File: src/rtl/vu_vmu_pkg.sv
// Shared VMU definitions: default widths, UT cmdcode field positions, addrgen FSM encoding.
// Latency: n/a (package).
// Backpressure: n/a (package).
package vu_vmu_pkg;

  // Default widths of the UT command path
  localparam int CMD_W  = 8;
  localparam int VLEN_W = 12;
  localparam int ADDR_W = 32;

  // Fields inside cmdcode; bits above the store flag carry nothing for this stage
  localparam int CMD_STORE_BIT = 4;
  localparam int CMD_TYP_LSB   = 0;
  localparam int CMD_TYP_W     = 4;

  // UT address generator sequencing
  typedef enum logic [1:0] {
    ST_IDLE     = 2'd0,
    ST_WAIT_IMM = 2'd1,
    ST_RUN      = 2'd2
  } ut_state_t;

endpackage

File: src/rtl/vu_vmu_out_slot.sv
// One-entry val/rdy pipe register carrying a W-bit payload.
// Latency: 1 cycle from enq fire to deq_val.
// Backpressure: enq_rdy = !deq_val | deq_rdy, so a simultaneous drain and load sustains 1/cycle.
module vu_vmu_out_slot #(
  parameter int W = 8
) (
  input  logic         clk,
  input  logic         reset,
  input  logic         enq_val,
  output logic         enq_rdy,
  input  logic [W-1:0] enq_bits,
  output logic         deq_val,
  input  logic         deq_rdy,
  output logic [W-1:0] deq_bits
);

  // Slot can take a new entry when empty or when its current entry leaves this cycle
  assign enq_rdy = !deq_val || deq_rdy;

  // Load on enq fire (replacing any draining entry), otherwise drop the entry once taken
  always_ff @(posedge clk or negedge reset) begin
    if (!reset) begin
      deq_val  <= 1'b0;
      deq_bits <= '0;
    end else if (enq_val && enq_rdy) begin
      deq_val  <= 1'b1;
      deq_bits <= enq_bits;
    end else if (deq_rdy) begin
      deq_val  <= 1'b0;
    end
  end

endmodule

File: src/rtl/vu_vmu_ut_addrgen.sv
// UT address generator: pops cmd, then imm, then vlen+1 bases and emits tagged base+imm element requests.
// Latency: utaq fire at t -> req_val at t+1; cmd -> imm -> first utaq each at least one cycle apart.
// Backpressure: utaq_rdy follows the one-entry output slot (!req_val | req_rdy); other queues wait on FSM state.
module vu_vmu_ut_addrgen #(
  parameter int CMD_W  = vu_vmu_pkg::CMD_W,
  parameter int VLEN_W = vu_vmu_pkg::VLEN_W,
  parameter int ADDR_W = vu_vmu_pkg::ADDR_W
) (
  input  logic                    clk,
  input  logic                    reset,
  input  logic [CMD_W+VLEN_W-1:0] vmu_utcmdq_bits,
  input  logic                    vmu_utcmdq_val,
  output logic                    vmu_utcmdq_rdy,
  input  logic [ADDR_W-1:0]       vmu_utimmq_bits,
  input  logic                    vmu_utimmq_val,
  output logic                    vmu_utimmq_rdy,
  input  logic [ADDR_W-1:0]       utaq_bits,
  input  logic                    utaq_val,
  output logic                    utaq_rdy,
  output logic [ADDR_W-1:0]       req_addr,
  output logic                    req_store,
  output logic [3:0]              req_typ,
  output logic [VLEN_W-1:0]       req_tag,
  output logic                    req_last,
  output logic                    req_val,
  input  logic                    req_rdy,
  output logic                    busy
);
  import vu_vmu_pkg::*;

  localparam int PAY_W = ADDR_W + 1 + CMD_TYP_W + VLEN_W + 1;

  ut_state_t              state;
  ut_state_t              state_nxt;
  logic                   cmd_fire;
  logic                   imm_fire;
  logic                   utaq_fire;
  logic                   slot_rdy;
  logic                   last_elem;
  logic                   store_q;
  logic [CMD_TYP_W-1:0]   typ_q;
  logic [VLEN_W-1:0]      vlen_q;
  logic [VLEN_W-1:0]      cnt_q;
  logic [ADDR_W-1:0]      imm_q;
  logic [ADDR_W-1:0]      addr_sum;
  logic [PAY_W-1:0]       slot_in;
  logic [PAY_W-1:0]       slot_out;
  logic                   cmd_hi_unused;

  // cmdcode bits above the store flag have no meaning here
  assign cmd_hi_unused = ^vmu_utcmdq_bits[CMD_W+VLEN_W-1:VLEN_W+CMD_STORE_BIT+1];

  assign cmd_fire  = vmu_utcmdq_val && vmu_utcmdq_rdy;
  assign imm_fire  = vmu_utimmq_val && vmu_utimmq_rdy;
  assign utaq_fire = utaq_val && utaq_rdy;

  // Counter never wraps inside a command, so equality with vlen marks the final element
  assign last_elem = (cnt_q == vlen_q);

  // State register
  always_ff @(posedge clk or negedge reset) begin
    if (!reset) state <= ST_IDLE;
    else        state <= state_nxt;
  end

  // Next-state: cmd, then imm, then stream elements until the last one is accepted
  always_comb begin
    state_nxt = state;
    case (state)
      ST_IDLE:     if (cmd_fire) state_nxt = ST_WAIT_IMM;
      ST_WAIT_IMM: if (imm_fire) state_nxt = ST_RUN;
      ST_RUN:      if (utaq_fire && last_elem) state_nxt = ST_IDLE;
      default:     state_nxt = ST_IDLE;
    endcase
  end

  // Readies: one queue open per state, all closed while reset is held
  always_comb begin
    vmu_utcmdq_rdy = 1'b0;
    vmu_utimmq_rdy = 1'b0;
    utaq_rdy       = 1'b0;
    if (reset) begin
      case (state)
        ST_IDLE:     vmu_utcmdq_rdy = 1'b1;
        ST_WAIT_IMM: vmu_utimmq_rdy = 1'b1;
        ST_RUN:      utaq_rdy       = slot_rdy;
        default:     ;
      endcase
    end
  end

  // Command/immediate latches and the element counter
  always_ff @(posedge clk or negedge reset) begin
    if (!reset) begin
      store_q <= 1'b0;
      typ_q   <= '0;
      vlen_q  <= '0;
      cnt_q   <= '0;
      imm_q   <= '0;
    end else begin
      if (cmd_fire) begin
        store_q <= vmu_utcmdq_bits[VLEN_W+CMD_STORE_BIT];
        typ_q   <= vmu_utcmdq_bits[VLEN_W+CMD_TYP_LSB +: CMD_TYP_W];
        vlen_q  <= vmu_utcmdq_bits[VLEN_W-1:0];
        cnt_q   <= '0;
      end else if (utaq_fire) begin
        cnt_q   <= cnt_q + 1'b1;
      end
      if (imm_fire) imm_q <= vmu_utimmq_bits;
    end
  end

  // Address wraps modulo 2^ADDR_W by truncation
  assign addr_sum = utaq_bits + imm_q;
  assign slot_in  = {addr_sum, store_q, typ_q, cnt_q, last_elem};

  vu_vmu_out_slot #(
    .W (PAY_W)
  ) u_out_slot (
    .clk      (clk),
    .reset    (reset),
    .enq_val  (utaq_fire),
    .enq_rdy  (slot_rdy),
    .enq_bits (slot_in),
    .deq_val  (req_val),
    .deq_rdy  (req_rdy),
    .deq_bits (slot_out)
  );

  assign {req_addr, req_store, req_typ, req_tag, req_last} = slot_out;

  assign busy = (state != ST_IDLE) || req_val;

endmodule

File: config.mk
export PLATFORM = sky130hd
export DESIGN_NAME = vu_vmu_ut_addrgen
export DESIGN_NICKNAME = d
export VERILOG_FILES = /design/src/rtl/vu_vmu_pkg.sv /design/src/rtl/vu_vmu_out_slot.sv /design/src/rtl/vu_vmu_ut_addrgen.sv
export SDC_FILE = /design/constraint.sdc
export NUM_CORES = 1
export LEC_CHECK = 0
export ABC_CLOCK_PERIOD_IN_PS = 3600
export CAP_MARGIN = 20
export CORE_MARGIN = 5
export CORE_UTILIZATION = 45
export DETAILED_ROUTE_END_ITERATION = 8
export GPL_TIMING_DRIVEN = 1
export PLACE_DENSITY = 0.73
export SYNTH_ARGS = -nofsm -noshare
export SYNTH_HDL_FRONTEND = slang
export SYNTH_HIERARCHICAL = 1
export SYNTH_SLANG_ARGS = --single-unit
File: constraint.sdc
create_clock -name clk -period 3.6 [get_ports clk]
set_input_delay 0.54 -clock clk [delete_from_list [all_inputs] [get_ports clk]]
set_output_delay 0.54 -clock clk [all_outputs]
set_load 0.005 [all_outputs]
**Yosys cells after proc, flatten, opt, wreduce, memory -nomap -nowiden**

Cells that the tools add are included.

- Flip-flop bits (word level): 114
- Output and inout port bits: 55
- Logic and storage cells: 43

- Add/sub/neg operators: 2
- Equality and inequality tests: 6
- Mux-type cells: 14
- Reductions and logical operators: 13

Operators with widths:

| cell | count |
|---|---|
| 32-bit adder | 1 |
| 12-bit two-way mux | 2 |
| 12-bit by 1-bit adder with 12-bit output, second input constant | 1 |
| 12-bit == test | 1 |
| 1-bit two-way mux | 8 |
| 2-bit two-way mux | 3 |
| 2-bit inequality test, second input constant | 3 |
| 2-bit one-hot mux with 3 select lines | 1 |
| 2-bit nonzero test | 3 |
| 1-bit logical AND | 5 |
| 3-bit AND reduction | 1 |
| 2-bit by 1-bit == test with 1-bit output, second input constant | 1 |
| 2-bit == test, second input constant | 1 |
| 2-bit logical NOT | 1 |
| 1-bit logical OR | 2 |
| 1-bit logical NOT | 1 |

**Depth between registers and ports, before layout**

Gate-level depths: netlist (run 1).

- Depth in word-level cells: 8
- Depth in mapped cells: 10

**Hierarchy**

Netlist (run 1), hierarchy kept.

By module, submodules not included:

| module | times used | cells each | area an instance (um^2) |
|---|---|---|---|
| vu_vmu_ut_addrgen | 1 | 408 | 4190.3 |
| vu_vmu_out_slot | 1 | 109 | 2114.5 |

**Worst setup path after synthesis (run 1)**

No wires, ideal clock.

- Path kind: input port to flip-flop
- Start point: input port utaq_bits[23]
- End point: register u_out_slot.deq_bits[48]
- Setup time: 125 ps
- Data arrival time: 2716 ps
- Data required time: 3475 ps
- Path slack: 759 ps
- Cell stages on the path: 10
- Path through: ha_1 buf_6 a21o_1 a21o_1 a221o_1 a221o_1 a41o_1 a221oi_2 xnor2_1 mux2_4

- Word-level cells in the longest chain between the ends: 1

RTL lines:

| what | RTL line | source |
|---|---|---|
| start, declared | vu_vmu_ut_addrgen.sv:17 | `input logic [ADDR_W-1:0] utaq_bits,` |
| 32-bit adder | vu_vmu_ut_addrgen.sv:114 | `assign addr_sum = utaq_bits + imm_q;` |
| net addr_sum[30] | vu_vmu_ut_addrgen.sv:45 | `logic [ADDR_W-1:0] addr_sum;` |
| end signal, assigned | vu_vmu_out_slot.sv:27 | `deq_bits <= enq_bits;` |
| end, declared | vu_vmu_out_slot.sv:14 | `output logic [W-1:0] deq_bits` |

The timed path passes the listed nets, and every way through them passes these cells.
A chain may end at the register's enable or synchronous reset.

**Worst setup path in the final report (run 1)**

- Start point: input port utaq_bits[10]
- End point: register u_out_slot.deq_bits[43]

Same word-level chain as after synthesis.

==> results.sh, run 1 <==
export IMPL_grt_pass1_vias=4958
export IMPL_clk_pin_slew_ns=0.05
export IMPL_clock_latency_ns=0.41
export IMPL_yosysUniqueCellTypes=51
export IMPL_row_count=43
export IMPL_clock_path_buffers=2
export IMPL_ys_seq_area_share_pct=45.2
export IMPL_netlist_area_sq_um=6300
export IMPL_switchingPower_uw=2220
export IMPL_worst_setup_path_type="input port to flop"
export IMPL_antenna_found_initial=0
export IMPL_final_area_sq_um=8490
export IMPL_drc_errors=0
export IMPL_wl_um=14900
export IMPL_htreeDepth=4
export IMPL_hold_viol=0
export IMPL_path_delay_family="compound AO/OA/AOI/OAI gates"
export IMPL_crit_fanout=8
export IMPL_wl_per_cell_um=17.3
export IMPL_synth_edff_count=0
export IMPL_dp_hpwl_um=11300
export IMPL_cts_made_buffers=17
export IMPL_diodes=0
export IMPL_fin_util_pct=61.4
export IMPL_die_w_um=128
export IMPL_setup_tns_ns=0
export IMPL_gp_congestion=0.852
export IMPL_root_buffer="clkbuf_16"
export IMPL_synth_yosys_warnings=6
export IMPL_period_share_pct=86.8
export IMPL_grt_overflow=0
export IMPL_fin_cells=863
export IMPL_critPathMostFrequentCell="o21ai_0"
export IMPL_synth_nets=640
export IMPL_grt_pass1_wl_um=24400
export IMPL_crit_slowest_cell="clkdlybuf4s50_1"
export IMPL_ant_nets=0
export IMPL_p_comb_share_pct=46.2
export IMPL_numPlacedInstances=833
export IMPL_cp_slowest_stage_delay_ns=0.45
export IMPL_final_cell_mix="140 x clkdlybuf4s50_1, 114 x dfrtp_1, 50 x mux2_2, 50 x mux2_4"
export IMPL_syn_inst=517
export IMPL_finalClockSkew_ns=0.00569
export IMPL_timing_hold_ws_ns=0.0429
export IMPL_cp_num_buf_inv=2
export IMPL_end_kind="flop"
export IMPL_hold_buffers=0
export IMPL_powerDensity_nw_per_um2=813
export IMPL_cap_violations=0
export IMPL_crit_required_ns=3.89
export IMPL_path_cells="clkdlybuf4s50_1, ha_1, a21oi_1, o21ai_0, a221oi_1, buf_4, nand4_1, a31oi_1, o21ai_0, xor2_1, mux2_4"
export IMPL_drive_gt1_share_pct=21.7
export IMPL_grt_setup_unrepaired="false"
export IMPL_setup_viol=0
export IMPL_port_buffers=141
export IMPL_relSlewSlack_pct=47.2
export IMPL_clockPowerShare_pct=22.7
export IMPL_cp_start_kind="input port"
export IMPL_status="complete, no violations"
export IMPL_initial_core_util_pct=45.6
export IMPL_placed_area_sq_um=7950
export IMPL_irDropWorstVdd_mv=0.422
export IMPL_tightest_slew_ns=0.790
export IMPL_clock_sinks=114
export IMPL_postSynth_asyncResetShare_pct=100
export IMPL_maxSlewViolCount=0
export IMPL_layout_commonest_cell="clkdlybuf4s50_1"
export IMPL_cts_tree="done"
export IMPL_critPathArrivalTime_ns=3.41
export IMPL_p_leak_uw=0.00388
export IMPL_syn_to_final_growth_pct=34.6
export IMPL_fin_crit_ns=3.12
export IMPL_via_per_inst=5.33
export IMPL_hold_path_class="input port to async pin"
export IMPL_die_h_um=128
export IMPL_switching_share_pct=32.2
export IMPL_cts_resized_gates=0
export IMPL_die_area_sq_um=16500
export IMPL_synthFlopType="dfrtp_1"
export IMPL_core_sq_um=13800
export IMPL_synth_avg_cell_area_sq_um=12.2
export IMPL_firstDrtPassIters=5
export IMPL_p_seq_share_pct=31.2
export IMPL_fmax_ghz=0.320
export IMPL_drt_iter0_drc=228
export IMPL_post_cts_buffers=0
export IMPL_pin_count=145
export IMPL_ys_ff_latch=114
export IMPL_vias=4596
export IMPL_finish_net_count=795
export IMPL_cell_internal_pwr_uw=4680
export IMPL_grt_max_degree=58
export IMPL_grt_use_total_pct=18.9
synthesized netlist by cell type, types with 2 or more instances:
master | instances | share of area, %
o211ai_1 | 3 | 0.36
a41oi_1 | 2 | 0.28
and2_1 | 6 | 0.60
nand4_1 | 12 | 1.2
nor3_1 | 6 | 0.48
and3_1 | 5 | 0.50
o21ai_0 | 18 | 1.4
nor2_1 | 19 | 1.1
xnor2_1 | 32 | 4.4
xor2_1 | 16 | 2.2
nand2b_1 | 2 | 0.20
o21a_1 | 5 | 0.60
clkbuf_1 | 11 | 0.65
a21oi_1 | 25 | 2.0
mux2_2 | 50 | 8.9
nand3_1 | 7 | 0.56
a211o_1 | 3 | 0.42
o21bai_1 | 6 | 0.71
ha_1 | 32 | 6.4
inv_1 | 12 | 0.71
a21o_1 | 9 | 1.1
a221o_1 | 2 | 0.32
dfrtp_1 | 114 | 45
or3_1 | 5 | 0.50
a31o_2 | 3 | 0.42
a31oi_1 | 2 | 0.20
buf_6 | 6 | 1.1
mux2_4 | 50 | 12
nand2_1 | 30 | 1.8
or2_2 | 2 | 0.20
o31ai_1 | 2 | 0.24
worst reg2reg max path, stage by stage, from the launching register on:
cell,delay [ns]
dfrtp_1,0.38
ha_1,0.35
and2_1,0.24
and3_1,0.19
a221oi_1,0.42
buf_4,0.20
nand4_1,0.11
a31oi_1,0.32
o21ai_0,0.16
xor2_1,0.16
mux2_4,0.28
cell families after synthesis:
logic type / share of synthesized area, %
xor gates and xnor gates: 6.67
AOI/OAI and AO/OA: 9.66
adders and majority gates: 6.67
DFF: 45.2
and+or+nand+nor: 8.32
muxes: 21.0
buffers and inverters: 2.44
final cells by class:
type                       instances  area (sq um)
multi-input combinational        374          3300
timing repair buffer             153          1520
fill                            1079          5340
clock inverter                     6          82.6
clock buffer                      24           462
tap                              180           225
inverter                          12          45.0
sequential                       114          2850
path summary, 6_finish.rpt:
kind	from	to	slack, ns	cells past startpoint
max	utaq_bits[10]	u_out_slot/deq_bits[43]	0.48	11
min	reset	u_out_slot/deq_bits[0]	0.04	1
max reg2reg	imm_q[13]	u_out_slot/deq_bits[43]	0.66	10
min reg2reg	typ_q[2]	u_out_slot/deq_bits[15]	0.50	1
max in group asynchronous	reset	u_out_slot/deq_bits[26]	2.51	2
min in group clk	typ_q[2]	u_out_slot/deq_bits[15]	0.50	1
power by group through the flow:
| stage | sequential [uW] | clock, uW | combinational [uW] |
|---|---|---|---|
| final | 2150 | 1560 | 3190 |
| after global routing | 2220 | 1670 | 3500 |
| after CTS | 2160 | 1600 | 3200 |
| after detailed placement | 2170 | 0 | 3180 |
| after global placement | 2150 | 0 | 3100 |
| after floorplan | 2080 | 0 | 2140 |
stage by stage:
step / power (uW) / worst slack [ns]
after floorplan: 4220 / 0.759
after global placement: 5250 / 0.152
after detailed placement: 5350 / 0.117
after CTS: 6970 / 0.516
after global routing: 7400 / 0.298
final: 6900 / 0.476
registers in the layout, indices dropped and copies added, names as in the netlist:
name                 flops
u_out_slot/deq_bits     50
imm_q                   32
cnt_q                   12
vlen_q                  12
typ_q                    4
state                    2
store_q                  1
u_out_slot/deq_val       1
metal layers:
metal	GRT usage [%]	up-vias	routed length, um
met5	0	-	0
met1	22.8	2257	6340
met3	5.48	23	821
met4	7.93	0	301
met2	31.7	133	7450
li1	-	2183	-
(Power assumes the default switching activity.)
==> run 2: changes to the inputs <==
--- a/config.mk
+++ b/config.mk
@@ -6,7 +6,6 @@
 export NUM_CORES = 1
 export LEC_CHECK = 0
 export ABC_CLOCK_PERIOD_IN_PS = 3600
-export CAP_MARGIN = 20
 export CORE_MARGIN = 5
 export CORE_UTILIZATION = 45
 export DETAILED_ROUTE_END_ITERATION = 8
==> results of run 2 <==
No change in the layout: final DEF, timing and power equal those of run 1.
